### src/rtl/multiplicador_param.sv
// Sequential shift-add multiplier: unsigned shift-add or radix-2 Booth (signed),
// one step per clock over WIDTH cycles, with a 2*WIDTH-bit registered product.
module multiplicador_param #(
  parameter int WIDTH = 16
) (
  input  logic               Clk,
  input  logic               Reset_n,
  input  logic               Start,
  input  logic               Signed,
  input  logic [WIDTH-1:0]   Multiplicando,
  input  logic [WIDTH-1:0]   Multiplicador,
  output logic [2*WIDTH-1:0] Produto,
  output logic               Busy,
  output logic               Done
);

  localparam int CW = $clog2(WIDTH) + 1;

  typedef enum logic [1:0] {IDLE, RUN, DONE} state_t;

  state_t           r_state, w_next;
  logic [WIDTH-1:0] r_M;
  logic             r_S, r_E;
  logic [CW-1:0]    r_cnt;
  logic [2*WIDTH-1:0] r_prod;

  logic             w_accept, w_last;
  logic [WIDTH-1:0] w_upper, w_lower;
  logic [WIDTH:0]   w_sum;
  logic [2*WIDTH-1:0] w_step;
  logic             w_e_next;

  assign w_accept = Start && (r_state != RUN);
  assign w_last   = (r_cnt == CW'(WIDTH - 1));
  assign w_upper  = r_prod[2*WIDTH-1:WIDTH];
  assign w_lower  = r_prod[WIDTH-1:0];

  always_ff @(posedge Clk or negedge Reset_n) begin
    if (!Reset_n) r_state <= IDLE;
    else          r_state <= w_next;
  end

  always_comb begin
    w_next = r_state;
    case (r_state)
      IDLE:    if (Start) w_next = RUN;
      RUN:     if (w_last) w_next = DONE;
      DONE:    w_next = Start ? RUN : IDLE;
      default: w_next = IDLE;
    endcase
  end

  // Signed path works at WIDTH+1 bits so -2^(WIDTH-1) as multiplicand stays exact;
  // the extra bit becomes the retained sign after the arithmetic shift.
  always_comb begin
    if (!r_S) begin
      w_sum = {r_E, w_upper};
      if (r_prod[0]) w_sum = {1'b0, w_upper} + {1'b0, r_M};
    end else begin
      w_sum = {w_upper[WIDTH-1], w_upper};
      case ({r_prod[0], r_E})
        2'b01:   w_sum = {w_upper[WIDTH-1], w_upper} + {r_M[WIDTH-1], r_M};
        2'b10:   w_sum = {w_upper[WIDTH-1], w_upper} - {r_M[WIDTH-1], r_M};
        default: w_sum = {w_upper[WIDTH-1], w_upper};
      endcase
    end
  end

  assign w_step   = {w_sum, w_lower[WIDTH-1:1]};
  assign w_e_next = r_S ? r_prod[0] : 1'b0;

  always_ff @(posedge Clk or negedge Reset_n) begin
    if (!Reset_n) begin
      r_M    <= '0;
      r_S    <= 1'b0;
      r_E    <= 1'b0;
      r_cnt  <= '0;
      r_prod <= '0;
    end else if (w_accept) begin
      r_M    <= Multiplicando;
      r_S    <= Signed;
      r_E    <= 1'b0;
      r_cnt  <= '0;
      r_prod <= {{WIDTH{1'b0}}, Multiplicador};
    end else if (r_state == RUN) begin
      r_prod <= w_step;
      r_E    <= w_e_next;
      r_cnt  <= r_cnt + 1'b1;
    end
  end

  assign Produto = r_prod;
  assign Busy    = (r_state == RUN);
  assign Done    = (r_state == DONE);

endmodule

### config.mk
export PLATFORM = sky130hd
export DESIGN_NAME = multiplicador_param
export DESIGN_NICKNAME = d
export VERILOG_FILES = /design/src/rtl/multiplicador_param.sv
export SDC_FILE = /design/constraint.sdc
export NUM_CORES = 1
export LEC_CHECK = 0
export ABC_AREA = 1
export ABC_CLOCK_PERIOD_IN_PS = 3500
export CELL_PAD_IN_SITES_DETAIL_PLACEMENT = 1
export CELL_PAD_IN_SITES_GLOBAL_PLACEMENT = 1
export CORE_AREA = 2 2 116 118
export CTS_CLUSTER_DIAMETER = 30
export DETAILED_ROUTE_END_ITERATION = 8
export DIE_AREA = 0 0 118 120
export PLACE_DENSITY_LB_ADDON = 0.25
export SLEW_MARGIN = 15
export SYNTH_ARGS = -nofsm -noshare
export SYNTH_HDL_FRONTEND = slang
export SYNTH_SLANG_ARGS = --single-unit
### constraint.sdc
create_clock -name Clk -period 3.5 [get_ports Clk]
set_input_delay 0.35 -clock Clk [delete_from_list [all_inputs] [get_ports Clk]]
set_output_delay 0.35 -clock Clk [all_outputs]
set_load 0.03 [all_outputs]
==> Word-level counts from Yosys, hierarchy flattened <==
Cells that the tools add are included.
W data, S select, Z words.
{ "totals": {"reg_bits": 57, "output_inout_bits": 34} }
{ "op_classes": {"addsub": 4, "mux": 14, "reduce_logical": 5, "n_eq_ne": 9} }
{ "ops": {"columns": ["cell", "n"], "rows": [
  ["$mux W32", 2],
  ["$add A16 B16 Y17", 2],
  ["$mux W17", 2],
  ["$pmux W17 S2", 1],
  ["$sub A16 B16 Y17", 1],
  ["$mux W5", 2],
  ["$pmux W2 S3", 1],
  ["$add A5 B1 Y5 const B", 1],
  ["$eq A5 B4 Y1 const B", 1],
  ["$eq A2 B1 Y1 const B", 2],
  ["$eq A2 B2 Y1 const B", 2],
  ["$mux W1", 4],
  ["$mux W2", 2],
  ["$ne A2 B1 Y1 const B", 2],
  ["$ne A4 B1 Y1 const B", 1],
  ["$reduce_and A2 Y1", 2],
  ["$logic_not A2 Y1", 1],
  ["$ne A2 B2 Y1 const B", 1],
  ["$reduce_bool A2 Y1", 1],
  ["$logic_and A1 B1 Y1", 1]
]} }

==> Longest topological paths before layout <==
Gate-level depths: netlist of the first run.
{ "logic_depth": {"ltp_word": 5, "ltp_mapped": 21} }

==> Worst setup path after synthesis of the first run <==
OpenSTA, ideal clock, no wires.
{ "synth_path": {"path_type": "register to register", "startpoint": "register r_prod[0] (netlist: Produto[0])", "endpoint": "register r_prod[31] (netlist: Produto[31])", "required_ns": 3.383, "path_buffers": 1, "period_less_slack_ns": 2.517, "arrival_time_ns": 2.400, "slack_ns": 0.983, "path_stages_with_launch": 20, "path_cell_list": "dfrtp_1 -> ha_1 -> buf_2 -> nor2_1 -> nor2_2 -> o21ai_0 -> xor2_1 -> ha_1 -> nand2_1 -> inv_1 -> nand2_1 -> nand2_1 -> a21oi_1 -> nand2_1 -> inv_1 -> nand2_1 -> nand3_1 -> nand2_1 -> nand2_1 -> nand2_1"} }
{ "synth_between": {"elab_chain_cells": 5} }
{ "synth_rtl": {"columns": ["item", "line", "source"], "rows": [
  ["start, declared", "25", "logic [2*WIDTH-1:0] r_prod;"],
  ["start signal, assigned", "84", "r_prod <= {{WIDTH{1'b0}}, Multiplicador};"],
  ["start signal, assigned", "86", "r_prod <= w_step;"],
  ["$eq A2 B2 Y1 / $eq A2 B1 Y1 (equally long branches)", "61", "case ({r_prod[0], r_E})"],
  ["$pmux W17 S2", "61", null],
  ["$mux W17", "56", "if (!r_S) begin"],
  ["$mux W32", "85", "end else if (r_state == RUN) begin"],
  ["$mux W32", "79", "end else if (w_accept) begin"]
]} }
Parallel ways exist; a longest one is shown, timed or not. The select of a mux whose other input is x is not followed.
A chain may end at the register's enable or synchronous reset.

==> Worst setup path in the final report of the first run <==
{ "layout_path": {"startpoint": "register r_M[1]", "endpoint": "register r_prod[31] (netlist: Produto[31])"} }
{ "layout_between": {"elab_chain_cells": 5} }
{ "layout_rtl": {"columns": ["item", "line", "source"], "rows": [
  ["start, declared", "22", "logic [WIDTH-1:0] r_M;"],
  ["start signal, assigned", "80", "r_M <= Multiplicando;"],
  ["$sub A16 B16 Y17 (tied with other cells)", "63", "2'b10: w_sum = {w_upper[WIDTH-1], w_upper} - {r_M[WIDTH-1], r_M};"],
  ["$pmux W17 S2 / $mux W17 (equally long branches)", "61, 58", null],
  ["$mux W17 *", "56", null],
  ["$mux W32 *", "85", null],
  ["$mux W32 *", "79", null]
]} }
Every way passes the cells marked *; elsewhere a longest branch is shown, timed or not. The select of a mux whose other input is x is not followed.

==> flow_metrics.tcl, run 1 <==
set metrics [dict create \
    crit_path_max_incr_delay_ns 0.43 \
    hold_buffers 0 \
    io_buffers 69 \
    synth_most_common_cell "nand2_1" \
    place.gp.congestion 0.921 \
    htree_levels 3 \
    rsz0062_at_grt "false" \
    synth_edf_count 0 \
    period_share_pct 87.6 \
    synth_top_area_cell "dfrtp_1" \
    antenna_found_initial 0 \
    grt_first_pass_wirelength_mm 28.4 \
    core_area_sq_mm 0.0130 \
    cp_num_buf_inv 3 \
    synth-main-ff-cell "dfrtp_1" \
    grtUsageMet3_pct 3.71 \
    drtIter0Drc 270 \
    worst_pin_slew_ns 1.04 \
    slew_violations 0 \
    dr.pass1.iters 4 \
    num-nets-final 912 \
    cts_made_buffers 9 \
    fin_crit_ns 3.07 \
    path_max_fanout 5 \
    finalWirelength_mm 17.4 \
    arrival_ns 3.28 \
    postRouteAntennaNets 0 \
    startpoint_type "flip-flop" \
    cts_resized 0 \
    crit_path_end_kind "flip-flop" \
    setup_viol 0 \
    dieHeight_um 120 \
    viasPerCell 5.18 \
    cts-root-buf "clkbuf_16" \
    cpMaxStageDelayCell "dfrtp_1" \
    met2_usage_pct 43.7 \
    ios 70 \
    top_usage_layer "met2" \
    synth.top_cells.by_count "nand2_1 (266), inv_1 (111), a21oi_1 (57), dfrtp_1 (57), nand3_1 (55)" \
    grt_max_degree 45 \
    postCtsSetupBuffers 0 \
    cap_violations 0 \
    wl_per_cell_um 17.1 \
    hold_class "input pin to asynchronous set/reset pin" \
    ys_seq_area_share_pct 28.1 \
    ys_seq_elements 57 \
    preCtsSetupSlack_ns 0.476 \
    synth_nets 848 \
    worstPathRequired_ns 3.72 \
    cpMostUsedCell "nand2_1" \
    critical_path_class "flip-flop to flip-flop" \
    num_rows 42 \
    grt_pass1_vias 5622 \
    grt.total_usage_pct 25.4 \
    yosysTopAreaCellShare_pct 28.1 \
    synth_area_sq_mm 0.00507 \
    drive_gt1_share_pct 6.76 \
    status "complete, no violations" \
    grt_overflow 0 \
    cts_tree "yes" \
    drc 0 \
    syn_inst 774 \
    vias 5277 \
    critPathTopFamily "simple AND/OR/NAND/NOR gates" \
    tns_ns 0 \
    clk_latency_ns 0.33 \
    synth_cell_types 39 \
    crit_chain "inv_1 > ha_1 > nand3_2 > nor2_4 > a21oi_2 > nor2_2 > o21ai_0 > xor2_1 > ha_1 > nand2_1 > inv_1 > nand2_1 > nand2_1 > a21oi_1 > nand2_1 > inv_1 > nand2_1 > nand3_1 > nand2_1 > nand2_1 > nand2_1" \
    ys_top_cells_by_area "dfrtp_1 (28%), nand2_1 (20%), ha_1 (8.9%)" \
    final.setup.worst_slack_ns 0.434 \
    hpwl_mm 13.4 \
    yosys_warnings 0 \
    slew_headroom_pct 30.5 \
    clkTransAtPathRegs_ns 0.06 \
    final-hold-violation-count 0 \
    syn_area_per_cell_sq_um 6.55 \
    skew_ns 0.00709 \
    n_antenna_cell 0 \
    clock-sinks 57 \
    fillCellCount 1739 \
    met1_usage_pct 32.3 \
    die_w_um 118 \
    fmax_mhz 326 \
    synthToLayoutAreaGrowth_pct 22.5 \
    dieArea_sq_mm 0.0142 \
    start_util_pct 39.1 \
    async_flop_share_pct 100 \
    clock_path_buffers 2 \
]
==> cell usage in the layout, fill, tap and decap left out, types with 7 or more instances in the layout <==
cell             instances
xor2_1                  12
nor2_1                  32
ha_1                    36
buf_4                    7
o21ai_0                 29
nand2_1                266
xnor2_1                 14
inv_1                  111
dfrtp_1                 57
clkdlybuf4s50_1         68
a21oi_1                 57
o211ai_1                 9
clkbuf_16                9
nand2_2                  9
nand3_1                 55
o21ai_1                  8
==> final cells by class <==
class,instances,area [sq um],share of cell area (%)
clock buffer,10,229,3.69
clock inverter,6,58.8,0.947
inverter,117,439,7.07
multi-input combinational,577,3100,49.9
sequential,57,1430,23.0
tap,176,220,3.55
timing repair buffer,76,738,11.9
==> worst register-to-register path: stages (launching register included) <==
cell	delay, ns
dfrtp_1	0.43
inv_1	0.18
ha_1	0.26
nand3_2	0.14
nor2_4	0.14
a21oi_2	0.08
nor2_2	0.14
o21ai_0	0.14
xor2_1	0.18
ha_1	0.36
nand2_1	0.17
inv_1	0.06
nand2_1	0.07
nand2_1	0.07
a21oi_1	0.12
nand2_1	0.08
inv_1	0.05
nand2_1	0.05
nand3_1	0.06
nand2_1	0.05
nand2_1	0.08
nand2_1	0.04
==> worst paths after layout <==
| path | slack, ns | depth (start not counted) | startpoint | to |
|---|---|---|---|---|
| setup / recovery | 0.43 | 21 | r_M[1]$_DFFE_PN0P_ | Produto[31]$_DFFE_PN0P_ |
| hold / removal | 0.21 | 1 | Reset_n | Produto[10]$_DFFE_PN0P_ |
| setup reg to reg | 0.43 | 21 | r_M[1]$_DFFE_PN0P_ | Produto[31]$_DFFE_PN0P_ |
| hold reg to reg | 0.51 | 1 | r_state[0]$_DFFE_PN0P_ | r_state[0]$_DFFE_PN0P_ |
| max in group asynchronous | 2.48 | 2 | Reset_n | Produto[31]$_DFFE_PN0P_ |
| min in group Clk | 0.51 | 1 | r_state[0]$_DFFE_PN0P_ | r_state[0]$_DFFE_PN0P_ |
==> registers in the layout, summed over array words and instances, names as in the netlist <==
name     flops
r_M         16
r_state      2
Produto     32
r_E          1
r_cnt        5
r_S          1
==> per-stage QoR <==
step           instances  instance area (sq um)  util (%)  hold slack [ns]
4_1_cts             1019                   6210      47.8            0.247
2_1_floorplan        774                   5070         -           0.0544
3_3_place_gp        1003                   5920      45.6            0.482
3_5_place_dp        1003                   5920      45.6            0.502
6_report            1019                   6210      47.8            0.212
5_1_grt             1019                   6210      47.8            0.284
==> routing by layer <==
layer | vias to the layer above | wire, um
li1 | 2604 | -
met1 | 2507 | 7740
met2 | 132 | 8400
met3 | 34 | 812
met4 | 0 | 469
met5 | - | 0
==> cell families (layout without fill, tap and decap cells) <==
kind of cell               Yosys count  count (layout)  synth area share [%]
AOI/OAI and AO/OA                  123             123                  14.1
xor gates and xnor gates            26              26                  4.49
adders and majority gates           38              38                  9.67
buffers and inverters              140             209                  10.8
DFF                                 57              57                  28.1
and+or+nand+nor                    390             390                  32.8
Power of run 1 is not shown: default switching activity piles up to over one toggle a cycle in this logic, so the estimate is an artifact.
==> run 2: changes to the inputs <==
--- a/config.mk
+++ b/config.mk
@@ -5,14 +5,13 @@
 export SDC_FILE = /design/constraint.sdc
 export NUM_CORES = 1
 export LEC_CHECK = 0
-export ABC_AREA = 1
-export ABC_CLOCK_PERIOD_IN_PS = 3500
+export ABC_CLOCK_PERIOD_IN_PS = 2840
 export CELL_PAD_IN_SITES_DETAIL_PLACEMENT = 1
 export CELL_PAD_IN_SITES_GLOBAL_PLACEMENT = 1
-export CORE_AREA = 2 2 116 118
+export CORE_AREA = 2 2 113 115
 export CTS_CLUSTER_DIAMETER = 30
 export DETAILED_ROUTE_END_ITERATION = 8
-export DIE_AREA = 0 0 118 120
+export DIE_AREA = 0 0 115 117
 export PLACE_DENSITY_LB_ADDON = 0.25
 export SLEW_MARGIN = 15
 export SYNTH_ARGS = -nofsm -noshare
==> constraint.sdc (replaced) <==
create_clock -name Clk -period 2.84 [get_ports Clk]
set_input_delay 0.284 -clock Clk [delete_from_list [all_inputs] [get_ports Clk]]
set_output_delay 0.284 -clock Clk [all_outputs]
set_load 0.03 [all_outputs]
==> flow_metrics.tcl, run 2 <==
set metrics [dict create \
    status "finished, violations left" \
    violations "negative setup slack" \
    synth_nets 613 \
    cts_made_buffers 9 \
    n_antenna_cell 0 \
    synth_top_area_cell "dfrtp_1" \
    cts-root-buf "clkbuf_16" \
    drive_gt1_share_pct 25.3 \
    syn_inst 539 \
    antenna_found_initial 0 \
    synth.top_cells.by_count "dfrtp_1 (57), nand2_1 (43), a21oi_1 (42), nor2_1 (42), o21ai_0 (42)" \
    num-nets-final 730 \
    wl_per_cell_um 20.2 \
    clock-sinks 57 \
    final_common_cell "clkdlybuf4s50_1" \
    hold_class "input pin to asynchronous set/reset pin" \
    synth_area_sq_mm 0.00478 \
    synth-main-ff-cell "dfrtp_1" \
    cts_tree "yes" \
    period_share_pct 102 \
    dieHeight_um 117 \
    yosysTopAreaCellShare_pct 29.9 \
    slew_violations 0 \
    setup_viol 5 \
    timing.rr.end "Produto[31]$_DFFE_PN0P_" \
    path_max_fanout 5 \
    reg2reg_from "r_M[5]$_DFFE_PN0P_" \
    crit_start "r_M[5]$_DFFE_PN0P_" \
    viasPerCell 5.73 \
    synth_edf_count 0 \
    timing.hold.ws_ns 0.0151 \
    ys_seq_area_share_pct 29.9 \
    grt_max_degree 52 \
    worst_pin_slew_ns 0.765 \
    grt_first_pass_wirelength_mm 26.0 \
    clkTransAtPathRegs_ns 0.06 \
    core_area_sq_mm 0.0123 \
    htree_levels 3 \
    postRouteAntennaNets 0 \
    tns_ns -0.145 \
    clock_path_buffers 2 \
    dr.pass1.iters 4 \
    ys_seq_elements 57 \
    arrival_ns 3.16 \
    preCtsSetupSlack_ns -0.100 \
    skew_ns 0.00983 \
    fmax_mhz 344 \
    worstPathRequired_ns 3.09 \
    rrSetupSlack_ns -0.07 \
    grt_pass1_vias 4880 \
    async_flop_share_pct 100 \
    num_rows 41 \
    hpwl_mm 12.0 \
    r2r_cells 12 \
    start_util_pct 38.8 \
    place_area_sq_mm 0.00596 \
    grt_overflow 0 \
    layout_common_cells "clkdlybuf4s50_1 (67), buf_4 (59), dfrtp_1 (56)" \
    synth_most_common_cell "dfrtp_1" \
    final_area_sq_mm 0.00656 \
    slew_headroom_pct 49.0 \
    yosys_warnings 0 \
    drc 0 \
    rsz0062_at_grt "true" \
    critical_path_class "flip-flop to flip-flop" \
    hold_buffers 0 \
    synthToLayoutAreaGrowth_pct 37.2 \
    dieArea_sq_mm 0.0135 \
    final-hold-violation-count 0 \
    largest_reg_flops 32 \
    final.setup.worst_slack_ns -0.0689 \
    die_w_um 115 \
    fin_crit_ns 2.91 \
    drtIter0Drc 218 \
    vias 4649 \
    place.gp.congestion 0.870 \
    io_buffers 69 \
    endpoint "Produto[31]$_DFFE_PN0P_" \
    ys_top_cells_by_area "dfrtp_1 (30%), ha_1 (9.4%), mux2_2 (4.5%)" \
    syn_area_per_cell_sq_um 8.87 \
    finalWirelength_mm 16.4 \
    startpoint_type "flip-flop" \
    grt.total_usage_pct 25.2 \
    ios 70 \
    synth_cell_types 64 \
    crit_path_end_kind "flip-flop" \
    cap_violations 0 \
    clk_latency_ns 0.34 \
]
run 2: cell count changes after synthesis, sizes merged, moves of 13 or more:
cell   before  now
inv       117   18
mux2i       0   20
o21ai      37   54
mux2        0   19
nand3      56   12
a21oi      61   42
a21o        0   13
nand2     275   44
run 2: critical path: stages, from the launching register on:
cell     delay [ns]
dfrtp_1        0.41
nor4_4         0.33
buf_4          0.19
a31oi_2        0.11
xnor2_1        0.16
ha_1           0.38
and2_4         0.20
a32o_1         0.26
a21oi_2        0.14
a31o_2         0.22
o21ai_2        0.07
xnor2_1        0.15
o31ai_2        0.20
run 2: what timing repair did:
| action | 4_1_cts | 5_1_grt |
|---|---|---|
| resized for setup | 10 | 47 |
| pin swaps | 7 | 22 |
| setup buffers | 2 | 7 |
| setup endpoints to repair | 9 | 13 |
run 2: layout make-up:
type,instances,area (sq um)
Sequential cell,57,1430
Multi-Input combinational cell,440,3420
Fill cell,1427,5760
Tap cell,150,188
Clock buffer,10,239
Timing Repair Buffer,130,1160
Clock inverter,6,43.8
Inverter,18,67.6
run 2: worst min-delay path by stage:
stage                                    to  slack [ns]
finish               Produto[1]$_DFFE_PN0P_        0.02
global placement     Produto[1]$_DFFE_PN0P_        0.41
global route         Produto[1]$_DFFE_PN0P_        0.08
CTS                 Produto[30]$_DFFE_PN0P_        0.04
detailed placement   Produto[1]$_DFFE_PN0P_        0.41
floorplan            Produto[0]$_DFFE_PN0P_       -0.01
run 2: cell families (layout without fill, tap and decap cells):
family,after synthesis,count (layout),synth area share [%]
muxes,39,39,8.67
AOI/OAI and AO/OA,179,179,25.9
and+or+nand+nor,148,148,15.0
buffers and inverters,42,164,3.61
DFF,57,57,29.9
xor gates and xnor gates,36,36,6.76
adders and majority gates,38,38,10.3
run 2: metrics by stage:
| step | utilization, % | cells |
|---|---|---|
| finish | 53.2 | 811 |
| global route | 53.2 | 811 |
| CTS | 51.2 | 804 |
| detailed placement | 48.4 | 786 |
| global placement | 48.4 | 786 |
| floorplan | - | 539 |
run 2: routing by layer:
layer	global-route usage, %	wire [um]	part of all wire [%]
met3	4.43	500	3.1
met5	0	0	0
met1	31.7	7260	44
met4	7.95	301	1.8
met2	44.3	8290	51
Power of run 2 is left out for the same reason.
==> RTL change (settings of run 1) <==
The 3 states of `state_t` get a one-hot encoding in 3 bits.
--- a/src/rtl/multiplicador_param.sv
+++ b/src/rtl/multiplicador_param.sv
@@ -17,5 +17,5 @@
   localparam int CW = $clog2(WIDTH) + 1;
 
-  typedef enum logic [1:0] {IDLE, RUN, DONE} state_t;
+  typedef enum logic [2:0] {IDLE = 3'b001, RUN = 3'b010, DONE = 3'b100} state_t;
 
   state_t           r_state, w_next;
Check against the original RTL: same outputs for any inputs over 4 cycles, from zero or initial values and one cycle with Reset_n low; so few cycles prove little.
==> RTL change against run 1 <==
Wire length shrank 0.52%. Non-clock buffer count shrank 2. Setup slack lost 0.18 ns. Hold slack lost 0.11 ns. Sequential cell count grew 1. Critical endpoint unchanged. Critical path depth shrank 2. Die area is the same. Largest cell class unchanged. Area after synthesis grew 0.20%. Critical path type unchanged. Clock skew is essentially flat. Final area grew 0.16%.
==> RTL change: results (changes against run 1) <==
[setup_path]
rr_worst_depth=19  ; -9.5%
crit_fanout=9  ; +4

[grt]
use_met1_pct=33.1  ; +0.77 points
grt_max_degree=40  ; -11%
grt_pass1_wl_mm=28.7  ; +1.1%
use_met2_pct=44.8  ; +1.1 points
grtUsageMet3_pct=3.85  ; +0.14 points
grt_usage_pct=25.5  ; +0.071 points
grt_pass1_vias=5573  ; -0.87%

[synth]
ys_types=36  ; -7.7%
synth.yosys.seq_area_share_pct=28.6  ; +0.46 points
synth_common_cells=288 x nand2_1, 121 x inv_1, 58 x a21oi_1, 58 x nand3_1, 57 x dfrtp_1
syn_nets=866  ; +2.1%
yosys-top-cells-area=dfrtp_1 28%, nand2_1 21%, inv_1 8.9%

[detailed_routing]
wl_per_cell_um=16.8  ; -2.0%
drt-initial-drc-count=307  ; +14%
drt-total-wl_mm=17.3  ; -0.52%
drt-pass1-iter-count=5  ; +1
vias_per_cell=5.25  ; +1.4%

[timing]
clock_skew_ns=0.00665  ; -0.000437 ns

[placed_design]
gp_congestion=0.856  ; -7.1%
dpl.cell_count=1019  ; +1.6%
hpwl_mm=13.4  ; -0.34%

[status]
status=completed

[layout]
drive_gt1_share_pct=3.61  ; -3.1 points

[RTL change: worst max-delay path: stages, from the launching register on]
cell     delay [ns]
dfrtp_1        0.37
inv_1          0.10
ha_1           0.42
inv_2          0.17
o21ai_2        0.15
o21ai_2        0.11
a21oi_2        0.16
o21ai_0        0.14
xor2_1         0.18
ha_1           0.35
nand2_1        0.13
inv_1          0.05
a21oi_1        0.21
nand2_1        0.10
a21oi_1        0.16
nand3_1        0.09
nand3_1        0.08
nand2_1        0.06
nand2_1        0.07
nand2_1        0.04
[RTL change: worst paths after layout]
check                         start  slack (ns)          end
max                             r_E        0.25  Produto[31]
min                         Reset_n        0.10  Produto[11]
max reg2reg                     r_E        0.25  Produto[31]
min reg2reg                r_cnt[3]        0.46     r_cnt[3]
max in group asynchronous   Reset_n        2.53  Produto[31]
min in group Clk           r_cnt[3]        0.46     r_cnt[3]
[RTL change: kinds of logic after synthesis]
| logic type | count (synthesis) | synth area share [%] |
|---|---|---|
| AND/OR/NAND/NOR | 400 | 32.1 |
| buffers and inverters | 149 | 11.5 |
| AO/OA/AOI/OAI | 120 | 13.5 |
| flip-flops | 58 | 28.6 |
| adder cells (fa/ha/maj) | 38 | 9.65 |
| XOR/XNOR | 27 | 4.65 |
[RTL change: routing by layer]
layer | share of wire, % | up-vias
met4 | 1.3 | 0
met5 | 0 | -
li1 | - | 2652
met1 | 46 | 2637
met3 | 3.7 | 20
met2 | 49 | 120
[RTL change: area by class of cell]
| cell class | instances | area [µm²] |
|---|---|---|
| fill | 1748 | 6760 |
| multi-input combinational | 585 | 3050 |
| sequential | 58 | 1450 |
| timing repair buffer | 74 | 723 |
| inverter | 126 | 473 |
| clock buffer | 13 | 270 |
| tap | 176 | 220 |
| clock inverter | 2 | 35.0 |
[RTL change: per-stage QoR]
stage	worst slack, ns	hold slack [ns]	utilization [%]
2_1_floorplan	0.744	0.0544	-
3_3_place_gp	0.577	0.453	45.6
3_5_place_dp	0.351	0.460	45.6
4_1_cts	0.310	0.127	47.9
5_1_grt	0.0478	0.161	47.9
6_report	0.251	0.104	47.9
[RTL change: power breakdown]
part	switching (mW)	internal, mW	total (mW)
Clock	0.320	0.604	0.925
Combinational	3.07	1.69	4.76
Sequential	0.425	0.938	1.36
Total	3.82	3.23	7.05
